## src/rtl/load_store_queue.sv

```systemverilog
// In-order load/store queue: circular buffer feeding a blocking cache one op at a time,
// reissuing missed loads after MISS_PENALTY cycles. Define LSQ_PERF_EN to add miss_count.
module load_store_queue #(
    parameter int DEPTH        = 8,
    parameter int MISS_PENALTY = 4
) (
    input  logic                     clk,
    input  logic                     rstn,
    input  logic                     enq_valid,
    output logic                     enq_ready,
    input  logic                     enq_is_store,
    input  logic                     enq_size,
    input  logic [31:0]              enq_addr,
    input  logic [31:0]              enq_data,
    input  logic [5:0]               enq_tag,
    input  logic                     flush,
    output logic                     cache_read,
    output logic                     cache_write,
    output logic                     cache_size,
    output logic [31:0]              cache_addr,
    output logic [31:0]              cache_data,
    input  logic [31:0]              cache_rdata,
    input  logic                     cache_miss,
    output logic                     ld_valid,
    output logic [5:0]               ld_tag,
    output logic [31:0]              ld_data,
`ifdef LSQ_PERF_EN
    output logic [15:0]              miss_count,
`endif
    output logic [$clog2(DEPTH):0]   count
);

    localparam int AW = $clog2(DEPTH);
    localparam int CW = AW + 1;

    typedef enum logic [1:0] {IDLE, ISSUE, RESP, WAIT} state_t;

    logic        ent_store [DEPTH];
    logic        ent_size  [DEPTH];
    logic [31:0] ent_addr  [DEPTH];
    logic [31:0] ent_data  [DEPTH];
    logic [5:0]  ent_tag   [DEPTH];

    state_t          state_reg, state_next;
    logic [AW-1:0]   head_reg, head_next, tail_reg, tail_next;
    logic [CW-1:0]   count_reg, count_next;
    logic [3:0]      pen_reg, pen_next;
    logic            ld_valid_reg, ld_fire, deq, miss_evt;
    logic [5:0]      ld_tag_reg;
    logic [31:0]     ld_data_reg;
    logic            enq_fire;
    logic            head_store;

    assign enq_ready  = (count_reg < CW'(DEPTH));
    assign enq_fire   = enq_valid && enq_ready && !flush;
    assign head_store = ent_store[head_reg];

    always_ff @(posedge clk) begin
        if (enq_fire) begin
            ent_store[tail_reg] <= enq_is_store;
            ent_size[tail_reg]  <= enq_size;
            ent_addr[tail_reg]  <= enq_addr;
            ent_data[tail_reg]  <= enq_data;
            ent_tag[tail_reg]   <= enq_tag;
        end
    end

    always_comb begin
        state_next = state_reg;
        pen_next   = pen_reg;
        deq        = 1'b0;
        ld_fire    = 1'b0;
        miss_evt   = 1'b0;
        case (state_reg)
            IDLE:  if (count_reg != '0) state_next = ISSUE;
            ISSUE: state_next = RESP;
            RESP: begin
                if (head_store) begin
                    deq        = 1'b1;
                    state_next = IDLE;
                end else if (!cache_miss) begin
                    deq        = 1'b1;
                    ld_fire    = 1'b1;
                    state_next = IDLE;
                end else begin
                    miss_evt   = 1'b1;
                    pen_next   = 4'(MISS_PENALTY);
                    state_next = WAIT;
                end
            end
            WAIT: begin
                pen_next = pen_reg - 4'd1;
                if (pen_reg <= 4'd1) state_next = ISSUE;
            end
            default: state_next = IDLE;
        endcase
        // Squash wins over everything except a cache op already on the bus this cycle.
        if (flush) begin
            state_next = IDLE;
            pen_next   = '0;
            deq        = 1'b0;
            ld_fire    = 1'b0;
        end
    end

    assign head_next  = flush ? '0 : (deq ? head_reg + AW'(1) : head_reg);
    assign tail_next  = flush ? '0 : (enq_fire ? tail_reg + AW'(1) : tail_reg);
    assign count_next = flush ? '0 : count_reg + CW'(enq_fire) - CW'(deq);

    always_ff @(posedge clk or negedge rstn) begin
        if (!rstn) begin
            state_reg    <= IDLE;
            head_reg     <= '0;
            tail_reg     <= '0;
            count_reg    <= '0;
            pen_reg      <= '0;
            ld_valid_reg <= 1'b0;
            ld_tag_reg   <= '0;
            ld_data_reg  <= '0;
        end else begin
            state_reg    <= state_next;
            head_reg     <= head_next;
            tail_reg     <= tail_next;
            count_reg    <= count_next;
            pen_reg      <= pen_next;
            ld_valid_reg <= ld_fire;
            if (ld_fire) begin
                ld_tag_reg  <= ent_tag[head_reg];
                ld_data_reg <= cache_rdata;
            end
        end
    end

    assign cache_read  = (state_reg == ISSUE) && !head_store;
    assign cache_write = (state_reg == ISSUE) &&  head_store;
    assign cache_size  = (state_reg == ISSUE) ? ent_size[head_reg] : 1'b0;
    assign cache_addr  = (state_reg == ISSUE) ? ent_addr[head_reg] : 32'd0;
    assign cache_data  = (state_reg == ISSUE) ? ent_data[head_reg] : 32'd0;

    assign ld_valid = ld_valid_reg;
    assign ld_tag   = ld_tag_reg;
    assign ld_data  = ld_data_reg;
    assign count    = count_reg;

`ifdef LSQ_PERF_EN
    logic [15:0] miss_count_reg;
    always_ff @(posedge clk or negedge rstn) begin
        if (!rstn)
            miss_count_reg <= '0;
        else if (miss_evt && miss_count_reg != 16'hFFFF)
            miss_count_reg <= miss_count_reg + 16'd1;
    end
    assign miss_count = miss_count_reg;
`endif

endmodule

```

## config.mk

```make
export PLATFORM = sky130hd
export DESIGN_NAME = load_store_queue
export DESIGN_NICKNAME = d
export VERILOG_FILES = /design/src/rtl/load_store_queue.sv
export SDC_FILE = /design/constraint.sdc
export NUM_CORES = 1
export LEC_CHECK = 0
export CAP_MARGIN = 20
export CORE_MARGIN = 2
export CORE_UTILIZATION = 35
export DETAILED_ROUTE_END_ITERATION = 6
export PLACE_DENSITY = 0.59
export SKIP_CTS_REPAIR_TIMING = 1
export SLEW_MARGIN = 5
export SYNTH_ARGS = -nofsm -noshare
export SYNTH_HDL_FRONTEND = slang
export SYNTH_SLANG_ARGS = --single-unit
```

## constraint.sdc

```tcl
create_clock -name clk -period 17.2 [get_ports clk]
set_input_delay 3.44 -clock clk [delete_from_list [all_inputs] [get_ports clk]]
set_output_delay 3.44 -clock clk [all_outputs]
set_load 0.05 [all_outputs]
```

# After elaboration in Yosys (flattened, before gate mapping)
# Memory sizes are Yosys's and may differ from the RTL's. A register that Yosys moved wholly into a read port is not among the register bits.
# Index checks and enable logic that the tools add are counted.
# op_classes
addsub	5
n_lt_le_gt_ge	2
reduce_logical	14
n_eq_ne	7
mux	27
# op_table
cell	count
32-bit two-way mux	2
4-bit two-way mux	4
3-bit two-way mux	4
3-bit inequality test (second input constant)	4
1-bit two-way mux	10
2-bit two-way mux	5
2-bit one-hot mux with 4 select lines	1
4-bit one-hot mux with 2 select lines	1
3-bit by 1-bit adder with 3-bit output (second input constant)	2
4-bit by 1-bit adder with 4-bit output	1
2-bit == test (second input constant)	2
4-bit by 1-bit less-or-equal comparator with 1-bit output (second input constant)	1
1-bit logical AND	4
4-bit less-than comparator (second input constant)	1
2-bit nonzero test	2
4-bit nonzero test	1
4-bit by 1-bit subtractor with 4-bit output	1
4-bit by 1-bit subtractor with 4-bit output (second input constant)	1
1-bit logical NOT	3
3-bit AND reduction	1
3-bit nonzero test	1
2-bit by 1-bit == test with 1-bit output (second input constant)	1
2-bit logical NOT	1
2-bit AND reduction	1
# totals
inputBits	109
n_memories	5
ff_bits	49
ram_bits	576
wordCells	67
# memory_table
memory	depth	width	rd	rd_ports_with_merged_regs	wr	line_no	source
ent_addr	8	32	1	0	1	40	logic [31:0] ent_addr [DEPTH];
ent_data	8	32	1	0	1	41	logic [31:0] ent_data [DEPTH];
ent_tag	8	6	1	1	1	42	logic [5:0] ent_tag [DEPTH];
ent_size	8	1	1	0	1	39	logic ent_size [DEPTH];
ent_store	8	1	1	0	1	38	logic ent_store [DEPTH];

# Logic depth before layout (Yosys ltp)
# depth
ltp_word	6
mapped_depth	12
ltp_nobuf	11

# Worst setup path before layout
# No wires, ideal clock.
# synth_path
path_type	input -> register
start	in enq_valid
end	mem ent_addr[0][0] (enable)
stages	4
t_required_ns	16.609
setup_slack_ns	7.594
arrival_ns	9.015
path_cell_list	nor2b_1 > nand2_1 > or2_2 > nor3_1
# synth_between
elab_chain_cells	4
# synth_rtl
item	line_no	source
start, declared	9	input logic enq_valid,
1-bit logical AND (2 in a row)	55	assign enq_fire = enq_valid && enq_ready && !flush;
1-bit two-way mux	59	if (enq_fire) begin
1-bit two-way mux (not written as such)	62	ent_addr[tail_reg] <= enq_addr;
end, declared	40	
# No other way between the ends.

# Final worst setup path
# layout_path
start	reg head_reg[1]
end	out cache_read
# layout_between
elab_chain_cells	3
# layout_rtl
item	line_no	source
start, declared	45	logic [AW-1:0] head_reg, head_next, tail_reg, tail_next;
start signal, assigned	122	head_reg <= head_next;
memory 8 x 1 bit	n/a	
1-bit logical NOT	134	assign cache_read = (state_reg == ISSUE) && !head_store;
1-bit logical AND	134	
end, declared	17	output logic cache_read,
# No other way between the ends.

==> metrics.txt <==
Worst slew margin=32.36%; Num CTS Buffers=71; Worst-path clk slew=0.06 ns; path depth of the worst reg2reg path=10; Worst path slowest cell=buf_4; biggest regs=ent_addr x256, ent_data x256, ent_tag x48; via count=12340; mean post-synth cell area=19.87 um2; max-slew violations=0; leakage power=0.009705 uW; multiplexer area fraction after synthesis=14.84%; crit path launch type=register; multi-input logic area=5415 um2; Post-Synth Simple-Gate Area=3.625%; syn_nets=1351; switching power=1096 uW; clk_skew=0.01912 ns; NumNets Final=1598; DRC errors left=0; post-synthesis register bit count=631; Clock Power Share=37.8%; CP cell instances=buf_4 -> buf_4 -> mux4_2 -> and2_1 -> clkdlybuf4s50_1; hold_sp=ld_data[19]$_DFFE_PN0P_; Adder-Cell Fraction of Synth Area=0.7486%; Chip Width=268.0 um; IO Count=220; largest net degree at the start of global routing=67; CTS H-tree lvls=3; HPWL after DPL=28.85 mm; share of cells above drive strength 1=21.02%; WL final=55.25 mm; hold depth=1; Vias per Instance=5.018; GP Congestion=0.7299; GRT Total Usage=15.59%; Synth Area in Compound Gates=2.610%; setup_tns=0 ns; RSZ-0062 raised after global routing=no; distinct cell type count after synthesis=48; Mapped Cells=1228; worst vdd ir=0.07913 mV; CTS Buffer Depth=3; period utilisation layout=48.42%; Worst setup EP type=output port; most common cell in the netlist=edfxtp_1; Yosys top cell area share=70.88%; reg2reg start=head_reg[1]$_DFFE_PN0P_; final-report hold violation count=0; TritonRoute pass-1 iters=5; Comb power frac=17.9%; top cell family by delay on the critical path=buffers and inverters; PortBufs=219; most frequent CP cell=buf_4; number of global-route vias before repair=13061; root buffer cell=clkbuf_16; area leader, netlist=edfxtp_1; core area=68830 um2; CP Class=register to output port; Chip Height=268.0 um; Crit path depth=5; sw frac=27.19%; grt total ovfl=0; top cells by area, synth=edfxtp_1 71%, mux4_2 13%, dfrtp_1 5.6%; CTS sink cnt=631; status=completed; CP max stage delay=0.89 ns; largest family of logic cells by synthesized area=multiplexers; crit path buf inv count=3; Flop pwr share=44.3%; die area=71850 um2; Most used DFF post-synth=edfxtp_1; Post-synth EDFFs=576; Setup Viol. Count Final=0; first-pass GRT wire length=82.36 mm; register area share after synthesis=76.52%; WL/cell=22.47 um; Int Pwr=2935 uW; cell area power density=134.0 nW/um2; ys async rst share=8.716%; Synth Area in XOR/XNOR=0.1436%; initial core utilization=35.45%; total of fill cells in the finished design=5973; Max Clock Freq=0.1201 GHz; Final Util=43.69%; Yosys Warn Count=0; DRT antenna net count=0; Worst Hold Class=register to register; Critical Path RT=13.76 ns; CP Data Arrival Time=4.89 ns; Post-Syn Area=24400 um2; Worst R2R End=count[2]$_DFF_PN0_; total power=4030 uW; Slew @ Worst Pin=1.015 ns; FF/Latch Area=18680 um2; Max Cap Violations=0; clk_lat worst skew=0.60 ns; Max FO, Critical Path=66; final critical-path required period=8.328 ns; # rows=96; Hold EP=ld_data[19]$_DFFE_PN0P_; Area Overhead vs Synth=23.24%; initial antenna violation count=7; synth cell count leaders=576 x edfxtp_1, 153 x nand2_1, 143 x mux4_2; number of DRC markers in iteration 0=822; register-to-register setup slack=12.40 ns; CTS tree=built; worst setup margin=8.872 ns; DP Worst Slack=9.387 ns
==> placed cells by master, fill, tap and decap left out, types with 3 or more instances in the layout <==
cell             synthesis  layout
clkbuf_16                0      71
a41oi_1                  8       8
and2_1                   3       3
nor2b_1                  7       7
clkinv_4                 0       4
dfrtp_4                  0       3
edfxtp_1               576     576
o211ai_1                 3       3
o21ai_0                  3       3
mux4_2                 143     143
o311ai_1                 3       3
nand2b_1                 3       3
bufinv_16                0      11
a21oi_1                 75      75
buf_12                   0       3
clkinvlp_4               0       4
mux2i_1                  4       4
inv_6                    0       5
nor2_1                  17      11
nand4_1                  7       7
clkinv_2                 0      10
nor2_4                   0       6
dfrtp_1                 55      52
clkinv_1                 1      13
buf_4                    3      20
nand3_1                  4       4
ha_1                    13      13
nand2_1                153     153
clkbuf_1                45       8
inv_1                   15      13
mux2_2                  32      32
o31ai_1                  3       3
xnor2_1                  3       3
clkdlybuf4s50_1          0     218
==> cells by family after synthesis <==
family	after synthesis
compound gates	108
xor+xnor	4
fa+ha+maj	14
buf+inv	84
flops	631
mux	179
simple gates	208
==> through the flow <==
step / std cells / hold slack, ns / area (um2)
4_1_cts: 2457 / 0.5043 / 30050
2_1_floorplan: 1228 / 0.5134 / 24400
3_5_place_dp: 2332 / 0.4913 / 27700
3_3_place_gp: 2330 / 0.4863 / 27660
5_1_grt: 2458 / 0.5187 / 30070
6_report: 2459 / 0.5036 / 30070
==> final cells by class <==
cell class / instances / share of cell area (%)
Antenna cell: 1 / 0.008321
Clock buffer: 79 / 6.008
Clock inverter: 46 / 1.797
Inverter: 16 / 0.2039
Multi-Input combinational cell: 513 / 18.01
Sequential cell: 631 / 62.13
Tap cell: 931 / 3.874
Timing Repair Buffer: 242 / 7.972
==> worst max path at each step <==
stage                                       start                       end  slack, ns
after global routing      head_reg[1]$_DFFE_PN0P_                cache_read       8.58
after detailed placement  head_reg[1]$_DFFE_PN0P_                cache_read       9.39
after floorplan                         enq_valid  ent_addr[0][0]$_DFFE_PP_       7.59
final                     head_reg[1]$_DFFE_PN0P_                cache_read       8.87
after CTS                 head_reg[1]$_DFFE_PN0P_                cache_read       8.73
after global placement    head_reg[1]$_DFFE_PN0P_                cache_read       9.41
==> power groups by stage <==
stage,logic [uW],registers (uW),clock network (uW)
after floorplan,368,1910,0
after global placement,727,1820,0
after detailed placement,730,1820,0
after CTS,733,1790,1570
after global routing,765,1790,1630
final,721,1790,1520
==> metal layers <==
metal	wire, um	vias up	share of wire [%]	track usage, %
met3	3100	90	5.6	3.766
met4	1157	12	2.1	4.137
li1	-	5439	-	-
met2	26660	337	48	25.60
met1	24250	6462	44	20.83
met5	75	-	0.14	0
Power figures use the tool's default switching activity.
